File: config.mk
export PLATFORM = sky130hd
export DESIGN_NAME = fetch_stage_flat
export DESIGN_NICKNAME = d
export VERILOG_FILES = /design/src/rtl/fetch_pkg.sv /design/src/rtl/fetch_stage_if.sv /design/src/rtl/fetch_stage_if_id_reg.sv /design/src/rtl/fetch_stage.sv /design/src/flat_wrapper.sv
export SDC_FILE = /design/constraint.sdc
export NUM_CORES = 1
export LEC_CHECK = 0
export BUFFER_PORTS_ARGS = -buffer_cell sky130_fd_sc_hd__buf_4
export CORE_MARGIN = 2
export CORE_UTILIZATION = 53
export DETAILED_ROUTE_END_ITERATION = 12
export PLACE_DENSITY = 0.95
export SLEW_MARGIN = 20
export SYNTH_ARGS = -nofsm -noshare
export SYNTH_HDL_FRONTEND = slang
export SYNTH_SLANG_ARGS = --single-unit
File: constraint.sdc
create_clock -name clk -period 5.6 [get_ports clk]
set_clock_uncertainty 0.05 [all_clocks]
set_input_delay 1.4 -clock clk [delete_from_list [all_inputs] [get_ports clk]]
set_output_delay 1.4 -clock clk [all_outputs]
set_load 0.02 [all_outputs]
File: src/rtl/fetch_pkg.sv
// fetch_pkg: shared constants for the instruction-fetch stage.
package fetch_pkg;
    localparam int PC_WIDTH = 32;
    localparam logic [PC_WIDTH-1:0] RESET_PC = 32'h0000_0000;
    localparam logic [31:0] NOP_INSTR = 32'h0000_0000;
    localparam logic [PC_WIDTH-1:0] PC_INC = 32'd4;
    localparam logic [PC_WIDTH-1:0] ALIGN_MASK = 32'h0000_0003;
endpackage

File: src/rtl/fetch_stage_if.sv
// fetch_stage_if: control, instruction-memory and IF/ID signals of the fetch stage.
interface fetch_stage_if;
    import fetch_pkg::*;
    logic                stall;
    logic                flush;
    logic                br_taken;
    logic [PC_WIDTH-1:0] br_target;
    logic [PC_WIDTH-1:0] imem_addr;
    logic [31:0]         imem_data;
    logic [31:0]         if_id_instr;
    logic [PC_WIDTH-1:0] if_id_npc;
    logic                if_id_valid;
    modport master (
        input  stall, flush, br_taken, br_target, imem_data,
        output imem_addr, if_id_instr, if_id_npc, if_id_valid
    );
    modport slave (
        output stall, flush, br_taken, br_target, imem_data,
        input  imem_addr, if_id_instr, if_id_npc, if_id_valid
    );
endinterface

File: src/rtl/fetch_stage_if_id_reg.sv
// if_id_reg: IF/ID pipeline register with hold and flush-to-bubble.
module if_id_reg
    import fetch_pkg::*;
(
    input  logic                clk,
    input  logic                rst,
    input  logic                stall,
    input  logic                flush,
    input  logic [31:0]         instr_next,
    input  logic [PC_WIDTH-1:0] npc_next,
    output logic [31:0]         instr,
    output logic [PC_WIDTH-1:0] npc,
    output logic                valid
);
    always_ff @(posedge clk) begin
        if (rst || flush) begin
            instr <= NOP_INSTR;
            npc   <= '0;
            valid <= 1'b0;
        end else if (!stall) begin
            instr <= instr_next;
            npc   <= npc_next;
            valid <= 1'b1;
        end
    end
endmodule

File: src/rtl/fetch_stage.sv
// fetch_stage: PC register, next-PC mux and IF/ID capture.
// Define FETCH_PERF_EN to add the perf_fetch_cnt/perf_stall_cnt counters.
module fetch_stage
    import fetch_pkg::*;
(
    input  logic               clk,
    input  logic               rst,
    fetch_stage_if.master      bus
`ifdef FETCH_PERF_EN
    ,
    output logic [31:0]        perf_fetch_cnt,
    output logic [31:0]        perf_stall_cnt
`endif
);
    logic [PC_WIDTH-1:0] pc;
    logic [PC_WIDTH-1:0] pc_inc;
    logic [PC_WIDTH-1:0] pc_next;

    assign pc_inc = pc + PC_INC;
    // redirect beats stall; low target bits are dropped rather than trapped
    always_comb pc_next = rst           ? RESET_PC :
                          bus.br_taken  ? (bus.br_target & ~ALIGN_MASK) :
                          bus.stall     ? pc : pc_inc;

    always_ff @(posedge clk) pc <= pc_next;

    assign bus.imem_addr = pc;

    if_id_reg u_if_id (
        .clk        (clk),
        .rst        (rst),
        .stall      (bus.stall),
        .flush      (bus.flush),
        .instr_next (bus.imem_data),
        .npc_next   (pc_inc),
        .instr      (bus.if_id_instr),
        .npc        (bus.if_id_npc),
        .valid      (bus.if_id_valid)
    );

`ifdef FETCH_PERF_EN
    always_ff @(posedge clk) begin
        if (rst) begin
            perf_fetch_cnt <= '0;
            perf_stall_cnt <= '0;
        end else begin
            if (!bus.flush && !bus.stall)
                perf_fetch_cnt <= perf_fetch_cnt + 32'd1;
            if (bus.stall && !bus.flush && !bus.br_taken)
                perf_stall_cnt <= perf_stall_cnt + 32'd1;
        end
    end
`endif
endmodule

File: src/flat_wrapper.sv
// flat-port wrapper written by rule: the top's interface ports become plain ports
module fetch_stage_flat import fetch_pkg::*;
  (clk, rst, bus_stall, bus_flush, bus_br_taken, bus_br_target, bus_imem_data, bus_imem_addr, bus_if_id_instr, bus_if_id_npc, bus_if_id_valid);
  fetch_stage_if bus_i ();
  input  logic clk;
  input  logic rst;
  input wire logic [$bits(bus_i.stall)-1:0] bus_stall;
  input wire logic [$bits(bus_i.flush)-1:0] bus_flush;
  input wire logic [$bits(bus_i.br_taken)-1:0] bus_br_taken;
  input wire logic [$bits(bus_i.br_target)-1:0] bus_br_target;
  input wire logic [$bits(bus_i.imem_data)-1:0] bus_imem_data;
  output wire logic [$bits(bus_i.imem_addr)-1:0] bus_imem_addr;
  output wire logic [$bits(bus_i.if_id_instr)-1:0] bus_if_id_instr;
  output wire logic [$bits(bus_i.if_id_npc)-1:0] bus_if_id_npc;
  output wire logic [$bits(bus_i.if_id_valid)-1:0] bus_if_id_valid;
  assign bus_i.stall = bus_stall;
  assign bus_i.flush = bus_flush;
  assign bus_i.br_taken = bus_br_taken;
  assign bus_i.br_target = bus_br_target;
  assign bus_i.imem_data = bus_imem_data;
  assign bus_imem_addr = bus_i.imem_addr;
  assign bus_if_id_instr = bus_i.if_id_instr;
  assign bus_if_id_npc = bus_i.if_id_npc;
  assign bus_if_id_valid = bus_i.if_id_valid;
  fetch_stage u_core (.clk(clk), .rst(rst), .bus(bus_i));
endmodule
# == Word-level counts from Yosys, hierarchy flattened ==
# Index checks and enable logic that the tools add are counted.
# word_totals
register_bits,97
latch_bits,0
mem_bits_rw,0
rom_bits,0
in_bits,69
out_inout_bits,97
wordCells,11
n_memories,0
# op_classes
addsub,1
n_mul,0
n_div,0
n_lt_le_gt_ge,0
n_eq_ne,1
shift,0
n_mux,2
n_bitwise,0
n_reduce_logical,2
# op_table
op,n
$mux W32,2
$add A32 B3 Y32 const B,1
$ne A2 B1 Y1 const B,1
$reduce_or A2 Y1,1
$logic_or A1 B1 Y1,1

# == Depth between registers and ports, before layout ==
# Gate-level depths: netlist of run 1.
# depth
word_depth,3
depth_mapped,7
depth_no_buf,6

# == Modules after synthesis ==
# From an unflattened synthesis of run 1, not the netlist that was laid out.
# unflattened
hier_cells,505
area_unflattened_um2,4653.2
# by_module_without_submodules
module,n_inst,cells_per_inst,area_per_inst_um2,seq_area_each_um2
fetch_stage,1,295,2347.3,600.6
if_id_reg,1,210,2306.0,1301.2

# == Worst setup path after synthesis of run 1 ==
# Ideal clock, no wire load.
# synth_timing
kind,in2reg
from,in bus_stall
to,"reg u_core.pc[29], in the netlist u_core.bus.imem_addr[29]"
setup_ps,115
arrival_ps,2543
required_ps,5435
path_slack_ps,2892
path_stages,5
n_path_buf,0
cell_sequence,nand4b_1 nor4_1 nand4_1 xnor2_1 o21a_1
# synth_via
elab_chain_len,1
# synth_rtl
element,line,source
start: declaration,flat_wrapper.sv:7,input wire logic [$bits(bus_i.stall)-1:0] bus_stall;
$ne A2 B1 Y1 (no line),-,
end signal: assignment,fetch_stage.sv:25,always_ff @(posedge clk) pc <= pc_next;
end: declaration,fetch_stage.sv:15,logic [PC_WIDTH-1:0] pc;
# No other way between the ends.
# A chain may end at the register's enable or synchronous reset.

# == Worst setup path after layout of run 1 ==
# Same ends and word-level chain as after synthesis.

==> flow_summary.ini, run 1 <==
[yosys]
avgSynthCellArea_sq_um = 8.62
ys.flop_type = dfxtp_1
yosysUniqueCellTypes = 39
synth_edf_count = 0
ys_warn_count = 0
ys_seq_elements = 93
netlist_area_sq_um = 4350
synthArstFlopShare_pct = 0
synth_cells = 505
ys_seq_area_share_pct = 42.8

[cts]
clockRootBuffer = clkbuf_8
post_cts.repair.setup_buffers = 0
cts_resized = 0
clk-insertion-delay-late_ns = 0.37
holdBufCountCts = 0
cts_tree = done
numCtsBuffers = 9
cts_buffer_depth = 2
clk_pin_slew_worst_paths_ns = 0.09
cts.sinks = 93
htree_levels = 3

[pwr]
clkPwrFrac_pct = 33.6
max-vdd-ir-drop_mv = 0.134
leakagePower_nw = 2.55
internal_power_w = 0.00102
switchingPower_w = 0.000427
pwr-share-comb_pct = 16.0
power_density_nw_per_um2 = 252
netSwitchingFraction_pct = 29.6
share_seq_of_total_power_pct = 50.4

[place]
gp_congestion = 0.890
numPortBuffers = 159
dpl_worst_slack_ns = 1.92
dpl.cell_count = 733
dpl.hpwl_um = 8680

[setup_path]
r2r_setup_slack_ns = 2.75
path_max_fanout = 70
critPathKind = in2reg
end_kind = flop
startpoint_type = input port
required_ns = 5.81
arrival_ns = 3.53

[route]
drt-pass1-iter-count = 5
wl_um = 12200
drt_iter0_markers = 247
drc = 0
via_per_inst = 5.56
vias = 4162
wl_per_cell_um = 16.3
antenna_left = 0

[sta]
tightest_slew_ns = 0.963
setup_viol = 0
fin_crit_ns = 3.31
fmax_ghz = 0.302
rsz0062_at_grt = false
maxSlewHeadroom_pct = 35.2
finalHoldViolations = 0
final_max_slew_viol_count = 0
fin_crit_sh_pct = 59.2
setup_tns_ns = 0
setup_ws_ns = 2.29

[cells_and_area]
layout.nets = 709
finalNonFillerCells = 749
layout_commonest_cell = buf_4
mostFrequentLayoutCells = buf_4 (159), dfxtp_1 (93), nor2_1 (66), a21oi_1 (44), mux2i_1 (42)
final_util_pct = 70.9
drive_gt1_share_pct = 28.4
syn_to_final_growth_pct = 31.8
fillerInstances = 603
diodes = 0

[floorplanning]
coreArea_sq_um = 8090
rows = 33
die_width_um = 94.6
die_y_um = 94.6
die_area_sq_um = 8950
pin_count = 166
initial_core_util_pct = 53.8

[global_route]
gr-total-overflow = 0
grt_pass1_wl_um = 18100
grt_max_degree = 71
antenna_found_initial = 0
grt_usage_pct = 25.7
grt_pass1_vias = 3871

[hold_path]
hold_class = reg2reg

[job]
maxCapViolations = 0

[status]
status = completed
cells in the mapped netlist, drive strengths merged (2+ instances only):
cell / n / area share, %
nor3: 12 / 1.5
or2: 2 / 0.29
clkbuf: 23 / 2.0
and4: 4 / 0.80
nor2: 67 / 5.8
a21oi: 44 / 5.1
o22ai: 4 / 0.57
xor2: 23 / 4.6
mux2i: 42 / 9.7
nand3: 18 / 2.5
xnor2: 31 / 6.2
or3: 2 / 0.29
o21a: 13 / 2.2
inv: 17 / 1.5
dfxtp: 93 / 43
o21ai: 21 / 2.4
nand2: 24 / 2.1
nor2b: 4 / 0.57
and3: 5 / 0.72
nand4: 13 / 1.9
nand2b: 2 / 0.29
and2: 4 / 0.57
buf: 16 / 2.0
nor4: 11 / 1.7
o211a: 2 / 0.46
layer usage:
layer  global-route usage (%)  vias up  share of wire, %
met5                        0        -                 0
met4                     10.5        0               2.5
met3                     4.87       29               8.0
met2                     44.0      204                50
met1                     31.5     1941                40
li1                         -     1988                 -
stage by stage:
stage | instance area (sq um) | hold slack [ns] | total power (W)
after floorplan | 4360 | 0.476 | 0.000868
after global placement | 5520 | 0.390 | 0.000961
after detailed placement | 5520 | 0.404 | 0.000970
after CTS | 5730 | 0.419 | 0.00144
after global routing | 5730 | 0.451 | 0.00149
final | 5730 | 0.421 | 0.00144
state kept, by name, indices dropped and copies added, names as in the netlist:
signal,count
u_core.u_if_id.valid,1
u_core.u_if_id.npc,30
u_core.bus.imem_addr,30
u_core.u_if_id.instr,32
critical path: stages:
cell and delay [ns]:
buf_4 0.37, nand4b_1 0.32, nor4_1 0.82, nand4_1 0.24, xnor2_1 0.19, o21a_1 0.17
worst paths after layout:
path	from	cells after the start	end
worst max-delay path	bus_stall	6	u_core.bus.imem_addr[29]
worst max register to register	u_core.bus.imem_addr[2]	6	u_core.u_if_id.npc[22]
worst min-delay path	u_core.u_if_id.valid	2	u_core.u_if_id.valid
worst min register to register	u_core.u_if_id.valid	2	u_core.u_if_id.valid
logic make-up after synthesis:
logic type	Yosys count	synth area share, %
buffers and inverters	56	5.43
AND/OR/NAND/NOR	171	19.6
adder cells (fa/ha/maj)	1	0.287
multiplexers	42	9.66
other	1	0.0862
flip-flops	93	42.8
XOR/XNOR	54	10.9
AO/OA/AOI/OAI	87	11.3
power by group through the flow:
stage | registers (W) | logic (W) | clock network [W]
floorplan | 0.000765 | 0.000103 | 0
CTS | 0.000726 | 0.000230 | 0.000488
global placement | 0.000739 | 0.000222 | 0
finish | 0.000728 | 0.000231 | 0.000486
global route | 0.000731 | 0.000247 | 0.000513
detailed placement | 0.000741 | 0.000229 | 0
final cells by class:
type                            instances  area, sq um  share of cell area (%)
Clock buffer                            9          124                    2.16
Clock inverter                          7         92.6                    1.61
Inverter                               17         63.8                    1.11
Multi-Input combinational cell        359         2270                    39.5
Sequential cell                        93         1860                    32.5
Tap cell                              105          131                    2.29
Timing Repair Buffer                  159         1190                    20.8
Power figures use the tool's default switching activity.
==> run 2: changes to the inputs <==
--- a/config.mk
+++ b/config.mk
@@ -5,11 +5,12 @@
 export SDC_FILE = /design/constraint.sdc
 export NUM_CORES = 1
 export LEC_CHECK = 0
+export ABC_AREA = 1
 export BUFFER_PORTS_ARGS = -buffer_cell sky130_fd_sc_hd__buf_4
 export CORE_MARGIN = 2
-export CORE_UTILIZATION = 53
+export CORE_UTILIZATION = 49
 export DETAILED_ROUTE_END_ITERATION = 12
-export PLACE_DENSITY = 0.95
+export PLACE_DENSITY = 0.91
 export SLEW_MARGIN = 20
 export SYNTH_ARGS = -nofsm -noshare
 export SYNTH_HDL_FRONTEND = slang
==> constraint.sdc (replaced) <==
create_clock -name clk -period 3.1 [get_ports clk]
set_clock_uncertainty 0.05 [all_clocks]
set_input_delay 0.775 -clock clk [delete_from_list [all_inputs] [get_ports clk]]
set_output_delay 0.775 -clock clk [all_outputs]
set_load 0.02 [all_outputs]
==> run 2 against run 1 <==
- clock power increased by 66%
- hold slack got worse by 0.0027 ns
- critical path type is now reg2out
- highest routed layer unchanged
- sequential power increased by 76%
- via count increased by 14%
- non-clock buffer count increased by 4
- total power increased by 72%
- synthesized area increased by 0.86%
- combinational power increased by 67%
- largest power group unchanged
- utilization decreased by 4.4 points
- sequential share of layout area decreased by 0.34 points
==> flow_summary.ini, run 2 <==
[status]
status = completed

[setup_path]
required_ns = 2.27
critPathKind = reg2out
path_cells = buf_4
path_max_fanout = 5
crit_buf_inv = 1
startpoint_type = flop
cp_top_family = flip-flops
cpMaxStageDelayCell = dfxtp_1
end_kind = output port
arrival_ns = 1.04
cp.depth = 1
critical-path-max-stage-delay_ns = 0.47
rr_worst_depth = 6

[global_route]
grt_pass1_vias = 4413
grt_usage_pct = 27.0
gr-total-overflow = 0
antenna_found_initial = 0
grt_max_degree = 68
grt_pass1_wl_um = 21200

[cells_and_area]
fillerInstances = 746
diodes = 0
largest_register = u_core.u_if_id.instr
largest_register_ffs = 32
layout.nets = 859
layout_commonest_cell = nand2_1
drive_gt1_share_pct = 25.7
syn_to_final_growth_pct = 32.0
finalNonFillerCells = 902
mostFrequentLayoutCells = nand2_1 (211), buf_4 (162), dfxtp_1 (93), a21oi_1 (78), nor2_1 (51)

[yosys]
ys_seq_area_share_pct = 42.4
synthArstFlopShare_pct = 0
ys_warn_count = 0
avgSynthCellArea_sq_um = 6.76
synth_area_leaders = dfxtp_1 (42%), nand2_1 (18%), a21oi_1 (8.9%), nor2_1 (4.4%), nand3_1 (4.3%)
synth_cells = 649
synth_area_leader_cell = dfxtp_1
synth_commonest_cells = nand2_1 (211), dfxtp_1 (93), a21oi_1 (78), nor2_1 (51), inv_1 (50)
synth_edf_count = 0
ys_seq_elements = 93
netlist_area_sq_um = 4390
synth.most_common_cell = nand2_1
synthDominantCellAreaShare_pct = 42.4
ys.flop_type = dfxtp_1
yosysUniqueCellTypes = 31

[floorplanning]
rows = 34
die_area_sq_um = 9730
die_width_um = 98.6
pin_count = 166
initial_core_util_pct = 50.3
coreArea_sq_um = 8720
die_y_um = 98.6

[sta]
timing.hold.ws_ns = 0.418
fin_crit_ns = 1.86
fin_crit_sh_pct = 60.1
setup_viol = 0
setup_tns_ns = 0
final_max_slew_viol_count = 0
tightest_slew_ns = 0.776
fmax_ghz = 0.537
rsz0062_at_grt = false
finalHoldViolations = 0
maxSlewHeadroom_pct = 48.2

[route]
via_per_inst = 5.24
drt_iter0_markers = 281
drc = 0
wl_um = 13000
drt-pass1-iter-count = 4
wl_per_cell_um = 14.4
antenna_left = 0
vias = 4725

[place]
dpl.cell_count = 886
gp_congestion = 0.952
numPortBuffers = 159
dpl.hpwl_um = 9700

[hold_path]
hold_class = reg2reg
whs_path_depth = 2

[pwr]
internal_power_w = 0.00173
leakagePower_nw = 2.45
share_seq_of_total_power_pct = 51.8
power_density_nw_per_um2 = 428
switchingPower_w = 0.000751
clkPwrFrac_pct = 32.6
pwr-share-comb_pct = 15.5
max-vdd-ir-drop_mv = 0.291
netSwitchingFraction_pct = 30.3
power.total_w = 0.00248

[cts]
numCtsBuffers = 9
clk_pin_slew_worst_paths_ns = 0.10
post_cts.repair.setup_buffers = 0
htree_levels = 3
cts_buffer_depth = 2
cts_resized = 0
cts.sinks = 93
holdBufCountCts = 0
clk-insertion-delay-late_ns = 0.37
clockRootBuffer = clkbuf_8
cts_tree = done

[job]
maxCapViolations = 0
[run 2: area by class of cell]
class | count | area (sq um) | area share, %
Inverter | 53 | 199 | 3.43
Tap cell | 108 | 135 | 2.33
Clock buffer | 10 | 138 | 2.37
Multi-Input combinational cell | 469 | 2170 | 37.5
Clock inverter | 6 | 52.6 | 0.907
Sequential cell | 93 | 1860 | 32.1
Timing Repair Buffer | 163 | 1240 | 21.3
[run 2: kinds of logic after synthesis]
family	after synthesis	share of synthesized area, %
flip-flops	93	42.4
AND/OR/NAND/NOR	336	32.7
AO/OA/AOI/OAI	122	14.7
adder cells (fa/ha/maj)	1	0.285
buffers and inverters	90	8.32
XOR/XNOR	6	1.54
other	1	0.0854
[run 2: through the flow]
| step | setup slack, ns | area (sq um) | utilization, % |
|---|---|---|---|
| finish | 1.24 | 5800 | 66.5 |
| global route | 1.16 | 5800 | 66.5 |
| CTS | 1.24 | 5800 | 66.5 |
| detailed placement | 0.915 | 5610 | 64.3 |
| global placement | 0.983 | 5610 | 64.3 |
| floorplan | 1.32 | 4400 | - |
[run 2: worst paths after layout]
path                              endpoint                     start  slack, ns
setup reg to reg  u_core.bus.imem_addr[11]   u_core.bus.imem_addr[4]       1.30
hold / removal    u_core.u_if_id.instr[19]  u_core.u_if_id.instr[19]       0.42
hold reg to reg   u_core.u_if_id.instr[19]  u_core.u_if_id.instr[19]       0.42
setup / recovery         bus_imem_addr[15]  u_core.bus.imem_addr[15]       1.24
[run 2: power by group through the flow]
stage	Sequential [W]	Combinational (W)	Clock, W
after CTS	0.00128	0.000386	0.000816
after detailed placement	0.00131	0.000385	0
after global placement	0.00131	0.000374	0
final	0.00128	0.000385	0.000808
after global routing	0.00129	0.000420	0.000872
after floorplan	0.00135	0.000165	0
[run 2: layer usage]
metal / GRT usage, % / share of wire (%)
met1: 32.6 / 41
met2: 46.5 / 49
met3: 7.66 / 8.6
met4: 8.75 / 2.2
met5: 0 / 0
==> run 3: changes to the inputs <==
--- a/config.mk
+++ b/config.mk
@@ -8,9 +8,9 @@
 export ABC_AREA = 1
 export BUFFER_PORTS_ARGS = -buffer_cell sky130_fd_sc_hd__buf_4
 export CORE_MARGIN = 2
-export CORE_UTILIZATION = 49
+export CORE_UTILIZATION = 44
 export DETAILED_ROUTE_END_ITERATION = 12
-export PLACE_DENSITY = 0.91
+export PLACE_DENSITY = 0.87
 export SLEW_MARGIN = 20
 export SYNTH_ARGS = -nofsm -noshare
 export SYNTH_HDL_FRONTEND = slang
==> constraint.sdc (replaced) <==
create_clock -name clk -period 1.6 [get_ports clk]
set_clock_uncertainty 0.05 [all_clocks]
set_input_delay 0.4 -clock clk [delete_from_list [all_inputs] [get_ports clk]]
set_output_delay 0.4 -clock clk [all_outputs]
set_load 0.02 [all_outputs]
==> run 3 against run 2 <==
- utilization fell by 2.5 points
- hold slack got worse by 0.25 ns
- die area is 11% higher
- count of clock-buffer cells in the layout down 1
- sequential power increased by 93%
- flip-flop and latch count unchanged
- design area is 7.4% higher
- final cell count up 6.3%
- global-route usage fell by 2.8 points
- critical path depth rose by 6
- clock power grew 91%
- first-iteration DRC count shrank 21%
- critical path type is now reg2reg
- critical endpoint is now u_core.u_if_id.npc[15]
==> flow_summary.ini, run 3 (same netlist as run 2, synthesis figures left out) <==
[status]
status = completed

[route]
vias = 4837
via_per_inst = 5.04
drt_iter0_markers = 221
antenna_left = 0
drt-pass1-iter-count = 5
wl_um = 13500
drc = 0
wl_per_cell_um = 14.1

[cts]
numCtsBuffers = 9
cts_buffer_depth = 2
clk_pin_slew_worst_paths_ns = 0.10
clk-insertion-delay-late_ns = 0.36
cts.sinks = 93
htree_levels = 3
cts_tree = done
holdBufCountCts = 0
clockRootBuffer = clkbuf_8

[setup_path]
crit_buf_inv = 0
startpoint = u_core.bus.imem_addr[14]
cp_top_family = simple AND/OR/NAND/NOR gates
startpoint_type = flop
path_cells = nand2_1, nor2_2, nand2_1, nor2_4, xor2_2, nand2_1, a21oi_1
r2r_start = u_core.bus.imem_addr[14]
end_kind = flop
cpMaxStageDelayCell = dfxtp_2
arrival_ns = 1.79
path_max_fanout = 5
required_ns = 1.85
critical-path-max-stage-delay_ns = 0.40
crit_top_cell = nand2_1
r2r_setup_slack_ns = 0.06
worstReg2RegEnd = u_core.u_if_id.npc[15]
critPathKind = reg2reg
rr_worst_depth = 7

[floorplanning]
pin_count = 166
die_width_um = 104
rows = 36
die_area_sq_um = 10800
initial_core_util_pct = 45.1
die_y_um = 104
coreArea_sq_um = 9730

[pwr]
max-vdd-ir-drop_mv = 0.563
leakagePower_nw = 2.67
power_density_nw_per_um2 = 780

[cells_and_area]
final_util_pct = 64.0
mostFrequentLayoutCells = nand2_1 (210), buf_4 (191), dfxtp_1 (77), a21oi_1 (76), inv_1 (50)
layout.nets = 891
fillerInstances = 895
syn_to_final_growth_pct = 41.8
diodes = 0
largest_register = u_core.u_if_id.instr
largest_register_ffs = 32
layout_commonest_cell = nand2_1
drive_gt1_share_pct = 32.3

[global_route]
grt_usage_pct = 24.2
gr-total-overflow = 0
antenna_found_initial = 0
grt_pass1_wl_um = 21200
grt_pass1_vias = 4484
grt_max_degree = 79

[sta]
fin_crit_sh_pct = 96.5
final_max_slew_viol_count = 0
setup_tns_ns = 0
finalHoldViolations = 0
rsz0062_at_grt = true
setup_ws_ns = 0.0559
fmax_ghz = 0.648
fin_crit_ns = 1.54
setup_viol = 0

[place]
dpl.hpwl_um = 9720
gp_congestion = 0.955
numPortBuffers = 159
dpl_worst_slack_ns = -0.0320

[job]
maxCapViolations = 0

[hold_path]
worstHoldStart = rst
min_to = u_core.bus.imem_addr[6]
hold_class = in2reg
whs_path_depth = 2
[run 3: cell count changes in the layout (fill, tap and decap cells not counted), sizes merged]
cell	delta
clkinvlp	-2
clkinv	+3
clkbuf	-1
buf	+32
[run 3: worst reg2reg max path, delay by kind of cell, from the launching register on]
kind | cells | cell delay, ns
AOI/OAI and AO/OA | 1 | 0.14
xor gates and xnor gates | 1 | 0.19
and+or+nand+nor | 5 | 0.70
DFF | 1 | 0.40
[run 3: through the flow]
stage / hold slack (ns) / total power, W / instances / cell area, sq um
2_1_floorplan: 0.483 / 0.00294 / 652 / 4400
3_3_place_gp: 0.394 / 0.00334 / 937 / 5870
3_5_place_dp: 0.404 / 0.00335 / 937 / 5870
4_1_cts: 0.160 / 0.00487 / 954 / 6070
5_1_grt: 0.161 / 0.00507 / 959 / 6220
6_report: 0.168 / 0.00486 / 959 / 6220
[run 3: area by class of cell]
class | count | area, sq um | area share [%]
Clock buffer | 9 | 124 | 1.99
Clock inverter | 7 | 67.6 | 1.09
Inverter | 53 | 199 | 3.20
Multi-Input combinational cell | 469 | 2250 | 36.2
Sequential cell | 93 | 1900 | 30.6
Tap cell | 133 | 166 | 2.67
Timing Repair Buffer | 195 | 1510 | 24.3
[run 3: repair_timing]
item / 4_1_cts / 5_1_grt
buffers inserted: 1 / 5
setup endpoints to repair: 7 / 38
hold endpoints to repair: 0 / 0
pin swaps: 2 / 11
gates resized for setup: 2 / 41
[run 3: per-layer routing]
metal | GRT usage [%] | part of all wire (%) | wire [um]
met1 | 28.8 | 40 | 5390
met2 | 41.0 | 48 | 6540
met3 | 6.89 | 9.1 | 1230
met4 | 10.0 | 2.5 | 335
met5 | 0 | 0 | 0
[run 3: worst max-delay path by stage]
stage | end | cells after the start
after global placement | u_core.bus.imem_addr[22] | 8
after CTS | u_core.bus.imem_addr[18] | 10
after global routing | u_core.bus.imem_addr[12] | 9
after detailed placement | u_core.bus.imem_addr[17] | 9
final | u_core.u_if_id.npc[15] | 7
after floorplan | u_core.bus.imem_addr[14] | 9
[run 3: report_power, final]
part           total, W  internal, W  switching, W
registers       0.00247      0.00240     0.0000723
logic          0.000850     0.000376      0.000474
clock network   0.00154     0.000603      0.000932
